==> src/rtl/pipe_stage_skid_reg_pkg.sv <==
// Shared definitions for the elastic stage register: default widths, reset level, state encoding.
// Widths here are the defaults; each instance may override them through parameters.
package pipe_stage_skid_reg_pkg;

  localparam int DATA_W_DEF    = 64;
  localparam int PC_W_DEF      = 64;
  localparam int INST_W_DEF    = 32;
  localparam int REGADDR_W_DEF = 5;
  localparam int WBCTL_W_DEF   = 2;

  localparam logic        RSTABLE = 1'b1;
  localparam logic [63:0] ZERO64  = 64'h0;

  typedef enum logic [1:0] {
    ST_EMPTY = 2'd0,
    ST_ONE   = 2'd1,
    ST_TWO   = 2'd2
  } skid_state_e;

endpackage

==> src/rtl/pipe_stage_skid_reg_slot.sv <==
// Payload register with clear > load > hold priority.
// Latency: 1 cycle from load to q.
// Backpressure: none; the owner decides when to load or clear.
module pipe_payload_slot
  import pipe_stage_skid_reg_pkg::*;
#(
  parameter int W = 8
) (
  input  logic         clk,
  input  logic         rst,
  input  logic         ld,
  input  logic         clr,
  input  logic [W-1:0] d,
  output logic [W-1:0] q
);

  always_ff @(posedge clk) begin
    if (rst == RSTABLE || clr) begin
      q <= '0;
    end else if (ld) begin
      q <= d;
    end
  end

endmodule

==> src/rtl/pipe_stage_skid_reg.sv <==
// Elastic stage register: main slot plus one skid slot, flush, destination forwarding.
// Latency: 1 cycle from accept to out_valid; full throughput while out_ready stays high.
// Backpressure: in_ready is a registered decode of skid occupancy; PIPE_REG_PERF_EN adds counters.
module pipe_stage_skid_reg
  import pipe_stage_skid_reg_pkg::*;
#(
  parameter int DATA_W = DATA_W_DEF,
  parameter int PC_W   = PC_W_DEF,
  parameter int INST_W = INST_W_DEF,
  parameter int RA_W   = REGADDR_W_DEF,
  parameter int CTL_W  = WBCTL_W_DEF
`ifdef PIPE_REG_PERF_EN
  ,
  parameter int CNT_W  = 32
`endif
) (
  input  logic              clk,
  input  logic              rst,
  input  logic              in_valid,
  output logic              in_ready,
  input  logic              flush,
  input  logic [INST_W-1:0] in_inst,
  input  logic [PC_W-1:0]   in_pc,
  input  logic [CTL_W-1:0]  in_wbctl,
  input  logic [DATA_W-1:0] in_exu_res,
  input  logic [DATA_W-1:0] in_wbdata,
  input  logic              in_rd_ena,
  input  logic [RA_W-1:0]   in_rd_addr,
  output logic              out_valid,
  input  logic              out_ready,
  output logic [INST_W-1:0] out_inst,
  output logic [PC_W-1:0]   out_pc,
  output logic [CTL_W-1:0]  out_wbctl,
  output logic [DATA_W-1:0] out_exu_res,
  output logic [DATA_W-1:0] out_wbdata,
  output logic              out_rd_ena,
  output logic [RA_W-1:0]   out_rd_addr,
  output logic              fwd_valid,
  output logic [RA_W-1:0]   fwd_rd_addr,
  output logic [DATA_W-1:0] fwd_rd_data,
  output logic [1:0]        occupancy
`ifdef PIPE_REG_PERF_EN
  ,
  output logic [CNT_W-1:0]  stall_cnt,
  output logic [CNT_W-1:0]  flush_cnt
`endif
);

  localparam int PAY_W = INST_W + PC_W + CTL_W + 2 * DATA_W + 1 + RA_W;

  skid_state_e st, st_nxt;

  logic             accept, pop;
  logic             main_ld, main_clr, main_from_skid;
  logic             skid_ld, skid_clr;
  logic [PAY_W-1:0] in_pay, main_d, main_q, skid_q;
  logic             main_rd_ena;

  assign in_ready  = (st != ST_TWO);
  assign out_valid = (st != ST_EMPTY);
  assign occupancy = st;
  assign accept    = in_valid & in_ready;
  assign pop       = out_valid & out_ready;

  assign in_pay = {in_inst, in_pc, in_wbctl, in_exu_res, in_wbdata, in_rd_ena, in_rd_addr};
  assign main_d = main_from_skid ? skid_q : in_pay;

  always_ff @(posedge clk) begin
    if (rst == RSTABLE) begin
      st <= ST_EMPTY;
    end else begin
      st <= st_nxt;
    end
  end

  // Flush outranks every other event; a beat offered alongside it is dropped.
  always_comb begin
    st_nxt         = st;
    main_ld        = 1'b0;
    main_clr       = 1'b0;
    main_from_skid = 1'b0;
    skid_ld        = 1'b0;
    skid_clr       = 1'b0;
    if (flush) begin
      st_nxt   = ST_EMPTY;
      main_clr = 1'b1;
      skid_clr = 1'b1;
    end else begin
      case (st)
        ST_EMPTY: begin
          if (accept) begin
            main_ld = 1'b1;
            st_nxt  = ST_ONE;
          end
        end
        ST_ONE: begin
          if (accept && pop) begin
            main_ld = 1'b1;
          end else if (accept) begin
            skid_ld = 1'b1;
            st_nxt  = ST_TWO;
          end else if (pop) begin
            main_clr = 1'b1;
            st_nxt   = ST_EMPTY;
          end
        end
        ST_TWO: begin
          if (pop) begin
            main_ld        = 1'b1;
            main_from_skid = 1'b1;
            skid_clr       = 1'b1;
            st_nxt         = ST_ONE;
          end
        end
        default: st_nxt = ST_EMPTY;
      endcase
    end
  end

  pipe_payload_slot #(.W(PAY_W)) u_main (
    .clk (clk),
    .rst (rst),
    .ld  (main_ld),
    .clr (main_clr),
    .d   (main_d),
    .q   (main_q)
  );

  pipe_payload_slot #(.W(PAY_W)) u_skid (
    .clk (clk),
    .rst (rst),
    .ld  (skid_ld),
    .clr (skid_clr),
    .d   (in_pay),
    .q   (skid_q)
  );

  assign {out_inst, out_pc, out_wbctl, out_exu_res, out_wbdata, main_rd_ena, out_rd_addr} = main_q;

  // A bubble must never look like a register write downstream.
  assign out_rd_ena  = main_rd_ena & out_valid;
  assign fwd_rd_addr = out_rd_addr;
  assign fwd_rd_data = (out_wbctl != '0) ? out_wbdata : out_exu_res;
  assign fwd_valid   = out_valid & out_rd_ena & (out_rd_addr != '0);

`ifdef PIPE_REG_PERF_EN
  always_ff @(posedge clk) begin
    if (rst == RSTABLE) begin
      stall_cnt <= '0;
      flush_cnt <= '0;
    end else begin
      if (out_valid && !out_ready) stall_cnt <= stall_cnt + CNT_W'(1);
      if (flush && (st != ST_EMPTY || in_valid)) flush_cnt <= flush_cnt + CNT_W'(1);
    end
  end
`endif

endmodule

==> config.mk <==
export PLATFORM = sky130hd
export DESIGN_NAME = pipe_stage_skid_reg
export DESIGN_NICKNAME = d
export VERILOG_FILES = /design/src/rtl/pipe_stage_skid_reg_pkg.sv /design/src/rtl/pipe_stage_skid_reg_slot.sv /design/src/rtl/pipe_stage_skid_reg.sv
export SDC_FILE = /design/constraint.sdc
export NUM_CORES = 1
export LEC_CHECK = 0
export ABC_AREA = 1
export CAP_MARGIN = 10
export CORE_AREA = 2 2 208 210
export CTS_CLUSTER_SIZE = 40
export DETAILED_ROUTE_END_ITERATION = 10
export DIE_AREA = 0 0 210 212
export GPL_TIMING_DRIVEN = 0
export PLACE_DENSITY = 0.89
export SLEW_MARGIN = 5
export SYNTH_ARGS = -nofsm -noshare
export SYNTH_HDL_FRONTEND = slang
export SYNTH_SLANG_ARGS = --single-unit
==> constraint.sdc <==
create_clock -name clk -period 2.26 [get_ports clk]
set_input_delay 0.226 -clock clk [delete_from_list [all_inputs] [get_ports clk]]
set_output_delay 0.226 -clock clk [all_outputs]
set_load 0.05 [all_outputs]
==> results of run 1 <==
[what timing repair did]
action / in CTS / in global routing
gates resized for setup: 465 / 14
setup buffers: 1 / 4
pin swaps: 0 / 0
setup endpoints to repair: 68 / 20
hold endpoints to repair: 0 / 0
[routing by layer]
layer | wire (um) | GRT usage, % | vias up
li1 | - | - | 12100
met3 | 7120 | 7.96 | 282
met4 | 4700 | 19.0 | 0
met2 | 36000 | 56.1 | 1100
met1 | 30100 | 40.8 | 11100
met5 | 0 | 0 | -
[state kept, by name, summed over array words and instances (netlist names)]
| name | cells |
|---|---|
| occupancy | 2 |
| u_main.q | 232 |
| u_skid.q | 232 |
[report_power, final]
group	internal (mW)	switching, mW
clock network	4.84	3.38
logic	1.27	1.96
registers	8.38	0.116
total	14.5	5.46
[cell families (layout without fill, tap and decap cells)]
logic type	count (synthesis)	count (layout)	share of synthesized area (%)
compound gates	303	303	6.63
other cells	0	9	0
flops	466	466	40.4
simple gates	2169	2169	36.6
buf+inv	717	1353	16.4
[synthesized netlist by cell type]
library cell / n / share of area, %
sky130_fd_sc_hd__inv_1: 233 / 3.8
sky130_fd_sc_hd__clkbuf_1: 66 / 1.1
sky130_fd_sc_hd__inv_2: 8 / 0.13
sky130_fd_sc_hd__buf_4: 236 / 7.7
sky130_fd_sc_hd__a31oi_4: 1 / 0.092
sky130_fd_sc_hd__buf_2: 156 / 3.4
sky130_fd_sc_hd__nand4_1: 2 / 0.054
sky130_fd_sc_hd__nand3_1: 234 / 5.1
sky130_fd_sc_hd__o21ai_0: 242 / 5.2
sky130_fd_sc_hd__clkbuf_2: 12 / 0.26
sky130_fd_sc_hd__buf_1: 6 / 0.097
sky130_fd_sc_hd__o21ai_1: 57 / 1.2
sky130_fd_sc_hd__nor2_1: 931 / 15
sky130_fd_sc_hd__dfxtp_1: 466 / 40
sky130_fd_sc_hd__nand2_2: 2 / 0.054
sky130_fd_sc_hd__a21oi_1: 3 / 0.065
sky130_fd_sc_hd__nand2_1: 998 / 16
sky130_fd_sc_hd__nor2_4: 1 / 0.049
sky130_fd_sc_hd__nor3_2: 1 / 0.043
[final timing paths]
path	startpoint	endpoint	slack, ns	depth (start not counted)
worst max-delay path	u_main.q[108]	out_exu_res[38]	0.03	2
worst min-delay path	in_inst[0]	u_skid.q[200]	0.26	3
worst max register to register	occupancy[0]	u_main.q[148]	0.13	9
worst min register to register	u_skid.q[146]	u_skid.q[146]	0.48	2
[stage by stage]
stage | hold WS [ns] | utilization, % | std cells | setup WS [ns] | total power [mW]
3_3_place_gp | 0.462 | 68.7 | 4743 | -0.948 | 11.8
4_1_cts | 0.239 | 72.3 | 4833 | -0.00769 | 20.0
3_5_place_dp | 0.472 | 68.7 | 4743 | -0.980 | 11.9
6_report | 0.262 | 72.5 | 4846 | 0.0270 | 20.0
2_1_floorplan | 0.373 | - | 3655 | 0.115 | 10.6
5_1_grt | 0.280 | 72.5 | 4844 | 0.000882 | 20.6
[critical path, delay by kind of cell (launching register included)]
family / cells / cell delay, ns
flops: 1 / 0.42
buf+inv: 2 / 0.98
[final cells by class]
| class | instances | area share, % |
|---|---|---|
| Antenna cell | 9 | 0.0731 |
| Buffer | 476 | 9.55 |
| Clock buffer | 78 | 4.96 |
| Clock inverter | 11 | 0.353 |
| Inverter | 241 | 2.94 |
| Multi-Input combinational cell | 2472 | 32.5 |
| Sequential cell | 466 | 30.3 |
| Tap cell | 546 | 2.22 |
| Timing Repair Buffer | 547 | 17.1 |
==> impl_summary.log, run 1 <==
[metrics] clock tree sinks: between 400 and 500
[metrics] pin count of the biggest net entering global routing: 14
[metrics] Worst-path clk slew: around 0.060 ns
[metrics] count of pins on the block boundary: 543
[metrics] total global-route track usage: approximately 34%
[metrics] slowest cell on the critical path: sky130_fd_sc_hd__clkdlybuf4s50_1
[metrics] synthesized netlist net count: 3892
[metrics] Vias per Instance: a little over 5
[metrics] Worst path max stage delay: 0.83 ns
[metrics] sequential share of the synthesized area: just over 40%
[metrics] count of state elements after synthesis: between 400 and 500
[metrics] remaining design rule violation count: 0
[metrics] clock latency on the worst-skew pair: ~0.60 ns
[metrics] area of the placeable core: around 43000 um^2
[metrics] total area of sequential cells: 9330 um^2
[metrics] width of the chip: roughly 210 um
[metrics] number of port buffers: around 540
[metrics] footprint of the multi-input gates: about 10000 um^2
[metrics] cell at the root of the clock tree: sky130_fd_sc_hd__clkbuf_16
[metrics] number of H-tree levels: 2
[metrics] final count of pins violating max slew: 0
[metrics] post-layout instance area: ~30000 um^2
[metrics] final critical delay including setup and external delays: approximately 2.2 ns
[metrics] final hold violations: 0
[metrics] relative max-transition margin: 41.1%
[metrics] number of placement rows: 76
[metrics] initial antenna violation count: 9
[metrics] clock tree from TritonCTS: built
[metrics] relative area change from synthesis to final layout: 33.4%
[metrics] vertical die dimension: around 210 um
[metrics] Netlist Area Pre-Place: roughly 23000 um^2
[metrics] Fmax: between 400 and 500 MHz
[metrics] min-delay worst type: input port to flop
[metrics] Period Utilization, post-route: a little over nine tenths
[metrics] estimated wirelength of the detail-placed design: approximately 57000 um
[metrics] cells traversed along the worst timing path: buf_4 -> clkdlybuf4s50_1
[metrics] number of clock buffers inserted by TritonCTS: between 40 and 50
[metrics] buffer levels on the longest clock path: 3
[metrics] number of buffers added to fix hold violations after cts: 0
[metrics] post-placement cell area: 29200 um^2
[metrics] Final TNS setup: 0 ns
[metrics] global-route wire length before repair: about 120000 um
[metrics] global placer's final weighted congestion: slightly below 1
[metrics] Starting Density: between 50% and 60%
[metrics] Avg Inst Size Synth: between 6 and 7 um^2
[metrics] worst-path maximum fanout: 3
[metrics] Pwr Density: about 650 nW/um^2
[metrics] arrival time at the worst endpoint: approximately 2.0 ns
[metrics] die area: ~45000 um^2
[metrics] outcome: complete, no violations
[metrics] transition at the pin with the smallest max-transition slack: 0.884 ns
[metrics] top library cells by usage in the layout, fill and taps aside: sky130_fd_sc_hd__nand2_1 (998), sky130_fd_sc_hd__nor2_1 (930), sky130_fd_sc_hd__clkdlybuf4s50_1 (474)
[metrics] Clock Skew: between 0.02 and 0.03 ns
[metrics] WL/cell: approximately 16 um
[metrics] Gate Count Post-Synth: roughly 3700
[metrics] cell leakage power: ~14 nW
[metrics] required time reported for the critical path endpoint: 2.03 ns
[metrics] Detail Route Antenna Nets: 0
[metrics] Worst Setup Start Kind: flop
[metrics] Fill cells: around 3400
[metrics] worst IR drop on VDD: 0.000545 V
[metrics] YS warnings: 0
[metrics] endpoint class of the critical path: output port
[metrics] wire length reported by the detailed router: 77900 um
[metrics] drt first-iter violations: about 2100
[metrics] detailed-routing iteration count for the pre-antenna-repair pass: 6
[metrics] unrepaired setup endpoints after global routing: no
[metrics] setup-violating endpoint count in the final report: 0
[metrics] via count of the first global-routing pass: between 20000 and 25000
[metrics] distinct cell type count of the synthesized netlist: 19
[metrics] most common cell after layout, fill and taps aside: sky130_fd_sc_hd__nand2_1
[metrics] routed via count: between 20000 and 25000
[metrics] Congestion Overflow GR: 0
[metrics] critical path class: flop to output port
[metrics] proportion of layout cells with a drive suffix above 1: about 14%
[metrics] max_cap viols: 0
[metrics] Final #Nets: 4490
Power figures use the tool's default switching activity.
==> run 2: changes to the inputs <==
--- a/config.mk
+++ b/config.mk
@@ -7,12 +7,11 @@
 export LEC_CHECK = 0
 export ABC_AREA = 1
 export CAP_MARGIN = 10
-export CORE_AREA = 2 2 208 210
+export CORE_UTILIZATION = 35
 export CTS_CLUSTER_SIZE = 40
 export DETAILED_ROUTE_END_ITERATION = 10
-export DIE_AREA = 0 0 210 212
 export GPL_TIMING_DRIVEN = 0
-export PLACE_DENSITY = 0.89
+export PLACE_DENSITY = 0.62
 export SLEW_MARGIN = 5
 export SYNTH_ARGS = -nofsm -noshare
 export SYNTH_HDL_FRONTEND = slang
==> run 2 against run 1 <==
  * Via count down 5.1%
  * Combinational power up 1%
  * Critical path depth unchanged
  * Register-to-register slack better by 0.04 ns
  * Clock-buffer cell count up 11
  * Non-clock buffer count down 1
  * Highest routed layer is now met5
  * Hold slack worse by 0.0076 ns
  * Critical endpoint is now out_exu_res[20]
  * Sequential share of layout area down 0.65 points
  * First-iteration DRC count down 25%
==> impl_summary.log, run 2 (synthesis results as in run 1) <==
[metrics] drt first-iter violations: ~1600
[metrics] Clock Skew: approximately 0.014 ns
[metrics] final critical delay including setup and external delays: about 2.2 ns
[metrics] footprint of the multi-input gates: 10000 um^2
[metrics] final count of pins violating max slew: 0
[metrics] width of the chip: approximately 260 um
[metrics] max_cap viols: 0
[metrics] Worst Setup Start Kind: flop
[metrics] total power consumption of the routed design: 20.7 mW
[metrics] total global-route track usage: between 20% and 30%
[metrics] required time reported for the critical path endpoint: slightly above 2 ns
[metrics] detailed-routing iteration count for the pre-antenna-repair pass: 5
[metrics] count of pins on the block boundary: 543
[metrics] Period Utilization, post-route: between 90% and 100%
[metrics] Pwr Density: 657 nW/um^2
[metrics] clock tree sinks: between 400 and 500
[metrics] arrival time at the worst endpoint: 1.98 ns
[metrics] number of clock buffers inserted by TritonCTS: 55
[metrics] routed via count: 23400
[metrics] endpoint class of the critical path: output port
[metrics] utilization after layout: between 40% and 50%
[metrics] number of placement rows: between 90 and 100
[metrics] number of port buffers: 542
[metrics] slowest cell on the critical path: sky130_fd_sc_hd__clkdlybuf4s50_1
[metrics] top library cells by usage in the layout, fill and taps aside: sky130_fd_sc_hd__nand2_1 (998), sky130_fd_sc_hd__nor2_1 (930), sky130_fd_sc_hd__clkdlybuf4s50_1 (468)
[metrics] relative max-transition margin: 39.4%
[metrics] Starting Density: between 30% and 40%
[metrics] Fmax: ~450 MHz
[metrics] smallest hold slack: between 0.2 and 0.3 ns
[metrics] WL/cell: about 16 um
[metrics] final standard cell count with taps included and fillers excluded: between 5000 and 6000
[metrics] outcome: complete, no violations
[metrics] Vias per Instance: between 4 and 5
[metrics] pin count of the biggest net entering global routing: 14
[metrics] setup-violating endpoint count in the final report: 0
[metrics] number of buffers added to fix hold violations after cts: 0
[metrics] Congestion Overflow GR: 0
[metrics] Fill cells: 6782
[metrics] global placer's final weighted congestion: about 0.88
[metrics] remaining design rule violation count: 0
[metrics] total area of sequential cells: 9330 um^2
[metrics] cell at the root of the clock tree: sky130_fd_sc_hd__clkbuf_16
[metrics] number of placed instances with taps included: 5052
[metrics] buffer levels on the longest clock path: 3
[metrics] final hold violations: 0
[metrics] cell leakage power: approximately 14 nW
[metrics] wire length reported by the detailed router: roughly 84000 um
[metrics] vertical die dimension: about 260 um
[metrics] global-route wire length before repair: around 130000 um
[metrics] number of H-tree levels: 2
[metrics] worst-path maximum fanout: 3
[metrics] worst IR drop on VDD: around 0.00056 V
[metrics] via count of the first global-routing pass: around 22000
[metrics] estimated wirelength of the detail-placed design: between 60000 and 70000 um
[metrics] Worst-path clk slew: around 0.06 ns
[metrics] relative area change from synthesis to final layout: 36.3%
[metrics] Worst path max stage delay: 0.79 ns
[metrics] die area: 67100 um^2
[metrics] unrepaired setup endpoints after global routing: yes
[metrics] Detail Route Antenna Nets: 0
[metrics] cells traversed along the worst timing path: buf_4 -> clkdlybuf4s50_1
[metrics] clock latency on the worst-skew pair: 0.60 ns
[metrics] Final #Nets: about 4500
[metrics] initial antenna violation count: 15
[metrics] min-delay worst type: input port to flop
[metrics] clock tree from TritonCTS: built
[metrics] critical path class: flop to output port
[metrics] transition at the pin with the smallest max-transition slack: approximately 0.9 ns
[metrics] proportion of layout cells with a drive suffix above 1: 14.0%
[metrics] area of the placeable core: roughly 65000 um^2
[metrics] most common cell after layout, fill and taps aside: sky130_fd_sc_hd__nand2_1
run 2: cell count changes in the layout (fill, tap and decap cells not counted), moves of 4 or more:
cell	previous run	this run
sky130_fd_sc_hd__buf_2	180	165
sky130_fd_sc_hd__o21ai_0	229	221
sky130_fd_sc_hd__o21ai_2	4	11
sky130_fd_sc_hd__buf_4	269	275
sky130_fd_sc_hd__buf_6	8	14
sky130_fd_sc_hd__clkbuf_16	51	57
sky130_fd_sc_hd__clkdlybuf4s50_1	474	468
sky130_fd_sc_hd__clkbuf_4	7	11
run 2: timing repair:
item / 4_1_cts / 5_1_grt
resized for setup: 499 / 49
pin swaps: 1 / 1
cloned: 1 / 0
endpoints found under the setup margin: 249 / 68
buffers inserted: 4 / 0
run 2: layout make-up:
| class | count | area share, % |
|---|---|---|
| multi-input combinational | 2472 | 31.9 |
| clock inverter | 13 | 0.314 |
| sequential | 466 | 29.6 |
| tap | 855 | 3.40 |
| buffer | 476 | 9.49 |
| antenna | 11 | 0.0874 |
| clock buffer | 89 | 5.42 |
| timing repair buffer | 546 | 16.9 |
| inverter | 241 | 2.87 |
run 2: routing by layer:
| layer | vias up | global-route usage, % | share of wire, % |
|---|---|---|---|
| li1 | 12100 | - | - |
| met1 | 10500 | 32.0 | 45 |
| met4 | 8 | 8.00 | 2.9 |
| met2 | 598 | 40.4 | 46 |
| met5 | - | 0 | 0.066 |
| met3 | 138 | 4.49 | 6.2 |
run 2: worst paths after layout:
check / start / endpoint / slack [ns] / cells after the start
worst max-delay path: u_main.q[90] / out_exu_res[20] / 0.05 / 2
worst min-delay path: in_pc[26] / u_skid.q[162] / 0.25 / 3
worst max register to register: occupancy[0] / u_main.q[8] / 0.17 / 8
worst min register to register: u_skid.q[187] / u_skid.q[187] / 0.48 / 2
run 2: through the flow:
stage                     cell area (um^2)   TNS, ns  setup WS (ns)
after global placement               29600   -190.85          -1.15
after CTS                            31400    -0.190        -0.0683
final                                31500         0         0.0498
after floorplan                      23100         0          0.115
after detailed placement             29600   -198.52          -1.11
after global routing                 31500  -0.00130       -0.00130
run 2: report_power, final:
group          total, mW  switching [mW]  internal, mW
Clock               8.92            3.67          5.25
Sequential          8.50           0.113          8.38
Combinational       3.27            1.98          1.29
run 2: critical path, delay by kind of cell (launching register included):
kind                   cells  cell delay [ns]
buffers and inverters      2             0.96
flip-flops                 1             0.43
